<file path="config.mk">
export PLATFORM = sky130hd
export DESIGN_NAME = iter_muldiv_unit
export DESIGN_NICKNAME = d
export VERILOG_FILES = /design/src/rtl/iter_muldiv_unit_pkg.sv /design/src/rtl/iter_muldiv_unit_muldiv_step.sv /design/src/rtl/iter_muldiv_unit.sv
export SDC_FILE = /design/constraint.sdc
export NUM_CORES = 1
export LEC_CHECK = 0
export ABC_AREA = 1
export ABC_CLOCK_PERIOD_IN_PS = 3500
export BUFFER_PORTS_ARGS = -buffer_cell sky130_fd_sc_hd__buf_2
export CAP_MARGIN = 20
export CORE_ASPECT_RATIO = 0.6
export CORE_MARGIN = 10
export CORE_UTILIZATION = 35
export DETAILED_ROUTE_END_ITERATION = 8
export GPL_ROUTABILITY_DRIVEN = 0
export PLACE_DENSITY = 0.57
export REMOVE_ABC_BUFFERS = 1
export SYNTH_ARGS = -nofsm -noshare
export SYNTH_HDL_FRONTEND = slang
export SYNTH_SLANG_ARGS = --single-unit
</file>
<file path="constraint.sdc">
create_clock -name clk -period 3.5 [get_ports clk]
set_input_delay 0.7 -clock clk [delete_from_list [all_inputs] [get_ports clk]]
set_output_delay 0.7 -clock clk [all_outputs]
set_load 0.01 [all_outputs]
</file>
<file path="src/rtl/iter_muldiv_unit_pkg.sv">
// Opcode encodings and opcode-class helpers shared by the iterative multiply/divide unit.
package iter_muldiv_unit_pkg;

  localparam logic [3:0] OP_MULTS  = 4'd0;
  localparam logic [3:0] OP_MULTU  = 4'd1;
  localparam logic [3:0] OP_MULTFP = 4'd2;
  localparam logic [3:0] OP_DIVS   = 4'd3;
  localparam logic [3:0] OP_DIVU   = 4'd4;
  localparam logic [3:0] OP_DIVFP  = 4'd5;
  localparam logic [3:0] OP_MODS   = 4'd6;
  localparam logic [3:0] OP_MODU   = 4'd7;

  function automatic logic op_is_mul(input logic [3:0] op);
    return (op == OP_MULTS) || (op == OP_MULTU) || (op == OP_MULTFP);
  endfunction

  function automatic logic op_is_signed(input logic [3:0] op);
    return (op == OP_MULTS) || (op == OP_MULTFP) || (op == OP_DIVS) ||
           (op == OP_DIVFP) || (op == OP_MODS);
  endfunction

  function automatic logic op_is_mod(input logic [3:0] op);
    return (op == OP_MODS) || (op == OP_MODU);
  endfunction

  function automatic logic op_is_valid(input logic [3:0] op);
    return ~op[3];
  endfunction

endpackage

</file>
<file path="src/rtl/iter_muldiv_unit_muldiv_step.sv">
// One combinational radix-2 step: shift/add for multiply, restoring subtract for divide.
module muldiv_step #(
  parameter int WIDTH = 32
) (
  input  logic                 mul_mode,
  input  logic [WIDTH-1:0]     hi,
  input  logic [2*WIDTH-1:0]   lo,
  input  logic [WIDTH-1:0]     opb,
  output logic [WIDTH-1:0]     hi_next,
  output logic [2*WIDTH-1:0]   lo_next
);

  logic [WIDTH:0] sum;
  logic [WIDTH:0] trial;

  always_comb begin
    sum   = {1'b0, hi} + (lo[0] ? {1'b0, opb} : {(WIDTH+1){1'b0}});
    trial = {hi, lo[2*WIDTH-1]} - {1'b0, opb};
    if (mul_mode) begin
      // hi:lo[WIDTH-1:0] is the running product; multiplier bits shift out of lo[0]
      hi_next = sum[WIDTH:1];
      lo_next = {{WIDTH{1'b0}}, sum[0], lo[WIDTH-1:1]};
    end else begin
      // trial[WIDTH] set means the subtract borrowed: keep the shifted remainder
      hi_next = trial[WIDTH] ? {hi[WIDTH-2:0], lo[2*WIDTH-1]} : trial[WIDTH-1:0];
      lo_next = {lo[2*WIDTH-2:0], ~trial[WIDTH]};
    end
  end

endmodule

</file>
<file path="src/rtl/iter_muldiv_unit.sv">
// Multi-cycle MULT/DIV/MOD unit on one shared radix-2 datapath with start/done handshake.
// Optional last-result cache enabled by defining MULDIV_RESULT_CACHE_EN.
module iter_muldiv_unit
  import iter_muldiv_unit_pkg::*;
#(
  parameter int WIDTH = 32,
  parameter int FRAC  = 16
) (
  input  logic             clk,
  input  logic             reset,
  input  logic             start,
  input  logic             flush,
  input  logic [WIDTH-1:0] a,
  input  logic [WIDTH-1:0] b,
  input  logic [3:0]       opcode,
  output logic             busy,
  output logic             done,
  output logic [WIDTH-1:0] y,
  output logic             dbz
);

  localparam int CW = $clog2(WIDTH + FRAC) + 1;
  localparam logic [CW-1:0] CNT_INT = CW'(WIDTH - 1);
  localparam logic [CW-1:0] CNT_FP  = CW'(WIDTH + FRAC - 1);

  typedef enum logic [1:0] {IDLE, LOAD, ITER, FIXUP} state_t;

  state_t               state;
  logic [3:0]           op_reg;
  logic [WIDTH-1:0]     a_reg, b_reg, opb_reg, acc_hi;
  logic [2*WIDTH-1:0]   acc_lo;
  logic [CW-1:0]        cnt;
  logic                 neg_reg, dz_reg;

  logic                 is_mul, a_neg, b_neg;
  logic [WIDTH-1:0]     mag_a, mag_b, step_hi, quo_n, rem_n, fix_y;
  logic [2*WIDTH-1:0]   step_lo;
  logic [WIDTH+FRAC-1:0] prod, prod_n;

  assign is_mul = op_is_mul(op_reg);
  assign a_neg  = op_is_signed(op_reg) & a_reg[WIDTH-1];
  assign b_neg  = op_is_signed(op_reg) & b_reg[WIDTH-1];
  assign mag_a  = a_neg ? -a_reg : a_reg;
  assign mag_b  = b_neg ? -b_reg : b_reg;

  muldiv_step #(.WIDTH(WIDTH)) u_step (
    .mul_mode (is_mul),
    .hi       (acc_hi),
    .lo       (acc_lo),
    .opb      (opb_reg),
    .hi_next  (step_hi),
    .lo_next  (step_lo)
  );

  // The last radix-2 step is taken combinationally in FIXUP, so ITER runs one cycle short.
  assign prod   = {step_hi[FRAC-1:0], step_lo[WIDTH-1:0]};
  assign prod_n = neg_reg ? -prod : prod;
  assign quo_n  = neg_reg ? -step_lo[WIDTH-1:0] : step_lo[WIDTH-1:0];
  assign rem_n  = neg_reg ? -step_hi : step_hi;

  always_comb begin
    fix_y = rem_n;
    case (op_reg)
      OP_MULTS, OP_MULTU:         fix_y = prod_n[WIDTH-1:0];
      OP_MULTFP:                  fix_y = prod_n[WIDTH+FRAC-1:FRAC];
      OP_DIVS, OP_DIVU, OP_DIVFP: fix_y = quo_n;
      default:                    fix_y = rem_n;
    endcase
  end

`ifdef MULDIV_RESULT_CACHE_EN
  logic             cache_valid;
  logic [3:0]       cache_op;
  logic [WIDTH-1:0] cache_a, cache_b;
  logic             cache_hit;
  // y/dbz already hold the cached result since they only change on done
  assign cache_hit = cache_valid && (opcode == cache_op) && (a == cache_a) && (b == cache_b);
`endif

  always_ff @(posedge clk) begin
    if (reset) begin
      state   <= IDLE;
      busy    <= 1'b0;
      done    <= 1'b0;
      y       <= '0;
      dbz     <= 1'b0;
      op_reg  <= '0;
      a_reg   <= '0;
      b_reg   <= '0;
      opb_reg <= '0;
      acc_hi  <= '0;
      acc_lo  <= '0;
      cnt     <= '0;
      neg_reg <= 1'b0;
      dz_reg  <= 1'b0;
`ifdef MULDIV_RESULT_CACHE_EN
      cache_valid <= 1'b0;
      cache_op    <= '0;
      cache_a     <= '0;
      cache_b     <= '0;
`endif
    end else begin
      done <= 1'b0;
      if (flush) begin
        state <= IDLE;
        busy  <= 1'b0;
`ifdef MULDIV_RESULT_CACHE_EN
        cache_valid <= 1'b0;
`endif
      end else begin
        case (state)
          IDLE: begin
            if (start) begin
              op_reg <= opcode;
              a_reg  <= a;
              b_reg  <= b;
`ifdef MULDIV_RESULT_CACHE_EN
              if (cache_hit) begin
                done <= 1'b1;
              end else begin
                state <= LOAD;
                busy  <= 1'b1;
              end
`else
              state <= LOAD;
              busy  <= 1'b1;
`endif
            end
          end
          LOAD: begin
            neg_reg <= op_is_mod(op_reg) ? a_neg : (a_neg ^ b_neg);
            dz_reg  <= 1'b0;
            if (!op_is_valid(op_reg)) begin
              state <= IDLE;
              busy  <= 1'b0;
              done  <= 1'b1;
              y     <= '0;
              dbz   <= 1'b0;
`ifdef MULDIV_RESULT_CACHE_EN
              cache_valid <= 1'b1;
              cache_op    <= op_reg;
              cache_a     <= a_reg;
              cache_b     <= b_reg;
`endif
            end else if (!is_mul && (b_reg == '0)) begin
              dz_reg <= 1'b1;
              state  <= FIXUP;
            end else begin
              acc_hi <= '0;
              if (is_mul) begin
                acc_lo  <= {{WIDTH{1'b0}}, mag_b};
                opb_reg <= mag_a;
              end else begin
                // Left-aligned dividend; DIVFP just runs FRAC extra steps to realise a<<FRAC
                acc_lo  <= {mag_a, {WIDTH{1'b0}}};
                opb_reg <= mag_b;
              end
              cnt   <= (op_reg == OP_DIVFP) ? CNT_FP : CNT_INT;
              state <= ITER;
            end
          end
          ITER: begin
            acc_hi <= step_hi;
            acc_lo <= step_lo;
            cnt    <= cnt - 1'b1;
            if (cnt == CW'(1)) state <= FIXUP;
          end
          FIXUP: begin
            state <= IDLE;
            busy  <= 1'b0;
            done  <= 1'b1;
            if (dz_reg) begin
              y   <= op_is_mod(op_reg) ? a_reg : '1;
              dbz <= 1'b1;
            end else begin
              y   <= fix_y;
              dbz <= 1'b0;
            end
`ifdef MULDIV_RESULT_CACHE_EN
            cache_valid <= 1'b1;
            cache_op    <= op_reg;
            cache_a     <= a_reg;
            cache_b     <= b_reg;
`endif
          end
          default: state <= IDLE;
        endcase
      end
    end
  end

endmodule
</file>
==> impl_metrics.tcl <==
set metrics [dict create \
    status "complete, but fails checks" \
    violations "setup timing" \
    avgSynthCellArea_um2 6.02 \
    core-area_mm2 0.0573 \
    rows 68 \
    ys_warn_count 0 \
    dpl.cell_count 4680 \
    setup_viol_count_final 29 \
    cp_slowest_stage_delay_ns 0.34 \
    worstPathMaxFanout 11 \
    slowest_stage "dfxtp_2" \
    finalCriticalPeriod_ns 3.75 \
    drv_cap 0 \
    switchingPower_mw 4.68 \
    regMostFlops "acc_lo" \
    grt_pass1_wl_mm 138 \
    clock_sinks 242 \
    die_w_um 330 \
    synth.yosys.seq_area_share_pct 24.0 \
    route.detailed.drc 0 \
    drv_slew 0 \
    worst_r2r_path_depth 25 \
    clock.fmax_mhz 267 \
    crit_top_cell "nand2_1" \
    synthFlopType "dfxtp_1" \
    avgViaCountPerCell 5.34 \
    power_frac_clock_pct 25.9 \
    design_area_mm2 0.0288 \
    p_comb_share_pct 47.9 \
    ys_ff_latch 242 \
    fin_nets 4135 \
    p_total_mw 11.3 \
    clock_skew_ns 0.0289 \
    ios 107 \
    finalCritPeriodShare_pct 107 \
    grt_setup_unrepaired "true" \
    pwr-share-seq_pct 26.2 \
    cts_tree "yes" \
    crit_type "register to register" \
    netSwitchingFraction_pct 41.3 \
    drive_gt1_share_pct 31.5 \
    start_util_pct 35.3 \
    drtIter0Drc 3397 \
    worst_hold_path.num_cells 3 \
    worstMarginPinSlew_ns 0.994 \
    worstSetupStartpointType "register" \
    first_pass_iters 6 \
    hpwl_mm 73.1 \
    crit_family "simple AND/OR/NAND/NOR gates" \
    gr-total-overflow 0 \
    maxSlewHeadroom_pct 33.1 \
    clkTransAtPathRegs_ns 0.08 \
    vias 25500 \
    die-area_mm2 0.0681 \
    antenna_found_initial 2 \
    pre_cts_slack_ns -0.733 \
    final_cell_mix "722 x nand2_1, 606 x buf_4, 364 x inv_1" \
    internal-power_mw 6.65 \
    cts_root_buf "clkbuf_16" \
    io_buffers 106 \
    hp-class "input port to register" \
    setup_ws_ns -0.251 \
    wl_mm 94.0 \
    synth_edf_count 0 \
    grt_max_degree 127 \
    final_cells 4778 \
    power_density_mw_per_mm2 394 \
    insertedDiodeCount 0 \
    ir_worst_vdd_uv 357 \
    fillers 5829 \
    critPathBufInv 6 \
    grt_pass1_vias 22600 \
    worstSetupPathDepth 25 \
    cts_max_path_buffers 3 \
    cts_inserted_buffers 25 \
    ctsHoldBuffers 0 \
    mostFrequentLayoutCell "nand2_1" \
    wire_per_inst_um 19.7 \
    synth_area_mm2 0.0202 \
    yosys.cell_types.count 63 \
    syn_to_final_growth_pct 42.5 \
    p_leak_nw 13.9 \
    largest_reg_flops 64 \
    cp_data_arrival_time_ns 4.18 \
    htree_levels 1 \
    synthCells 3360 \
    antenna_left 0 \
    grtUsageTotal_pct 26.0 \
    synthArstFlopShare_pct 0 \
    cp.required_ns 3.93 \
    worst_skew_pair.late_latency_ns 0.59 \
    hold_viol 0 \
    fin_util_pct 50.2 \
    cp-end-kind "register" \
    dpl_cell_area_mm2 0.0258 \
    die-height_um 206 \
]
-- kinds of logic after synthesis --
logic type,synth area share [%]
and+or+nand+nor,34.7
AOI/OAI and AO/OA,21.7
buffers and inverters,11.0
DFF,24.0
xor gates and xnor gates,3.86
adders and majority gates,4.53
muxes,0.210
-- routing by layer --
| metal | GRT usage, % | vias up | wire length (um) |
|---|---|---|---|
| li1 | - | 12300 | - |
| met1 | 41.0 | 11700 | 45300 |
| met2 | 31.3 | 1337 | 33200 |
| met3 | 10.3 | 109 | 13700 |
| met4 | 5.00 | 0 | 1770 |
| met5 | 0 | - | 0 |
-- power by group through the flow --
stage | clock, mW | sequential, mW | combinational (mW)
3_5_place_dp | 0 | 3.02 | 4.46
5_1_grt | 3.06 | 2.98 | 5.78
3_3_place_gp | 0 | 3.02 | 4.45
2_1_floorplan | 0 | 3.01 | 2.34
6_report | 2.94 | 2.97 | 5.42
4_1_cts | 2.94 | 2.96 | 4.81
-- synth_stat cells, types with 4 or more instances --
cell type	instances	area share, %
or2_2	17	0.53
nor3_1	45	1.1
o211ai_1	34	1.3
o21ai_1	28	0.69
xor2_1	72	3.1
clkinv_1	4	0.074
xnor2_1	17	0.74
nor2_1	346	6.4
nand2_4	11	0.61
a21oi_2	7	0.30
o21ai_2	7	0.30
a211oi_1	29	1.1
nand3b_1	17	0.63
nand3_2	11	0.54
o31ai_1	8	0.30
nor2_2	13	0.40
a21oi_1	310	7.7
clkbuf_1	108	2.0
a221oi_1	8	0.35
nor2_4	4	0.22
nor4_1	4	0.12
inv_1	380	7.1
a311oi_1	5	0.22
inv_2	23	0.43
o21bai_1	10	0.37
o22ai_1	19	0.59
buf_1	6	0.11
nand3_1	245	6.1
buf_2	28	0.69
a22oi_1	4	0.15
o21ai_0	266	6.6
nor3_2	5	0.25
o21a_1	7	0.26
buf_6	5	0.28
buf_4	4	0.15
nand4_1	36	1.1
nand2_2	44	1.4
ha_1	70	4.3
a21o_1	7	0.26
dfxtp_1	242	24
nand2_1	798	15
a31oi_1	25	0.77
-- worst paths after layout --
kind,from,end,slack [ns]
worst min register to register,y[5],y[5],0.46
worst max register to register,acc_lo[0],y[27],-0.25
worst max-delay path,acc_lo[0],y[27],-0.25
worst min-delay path,b[11],b_reg[11],0.34
-- final cells by class --
| class | instances | area [um2] | share of cell area [%] |
|---|---|---|---|
| clock buffer | 37 | 721 | 2.50 |
| multi-input combinational | 2557 | 14800 | 51.4 |
| clock inverter | 7 | 114 | 0.395 |
| tap | 770 | 963 | 3.35 |
| sequential | 242 | 4860 | 16.9 |
| timing repair buffer | 757 | 5780 | 20.1 |
| inverter | 408 | 1550 | 5.37 |
-- through the flow --
step / hold WS [ns] / TNS, ns
after floorplan: 0.434 / -319.91
after global placement: 0.451 / -11.79
after detailed placement: 0.454 / -14.24
after CTS: 0.334 / -4.80
after global routing: 0.353 / -10.04
final: 0.344 / -4.61
-- repair_timing --
item                       4_1_cts  5_1_grt
setup endpoints to repair       33      160
buffers inserted                21       38
pin swaps                       39      113
resized for setup              137      318
-- worst register-to-register path: cells and delay by family, from the launching register on --
family                   cells  cell delay, ns
flip-flops                   1            0.34
AND/OR/NAND/NOR             16            1.83
buffers and inverters        6            0.74
adder cells (fa/ha/maj)      1            0.32
AO/OA/AOI/OAI                2            0.38
Power figures use the tool's default switching activity.
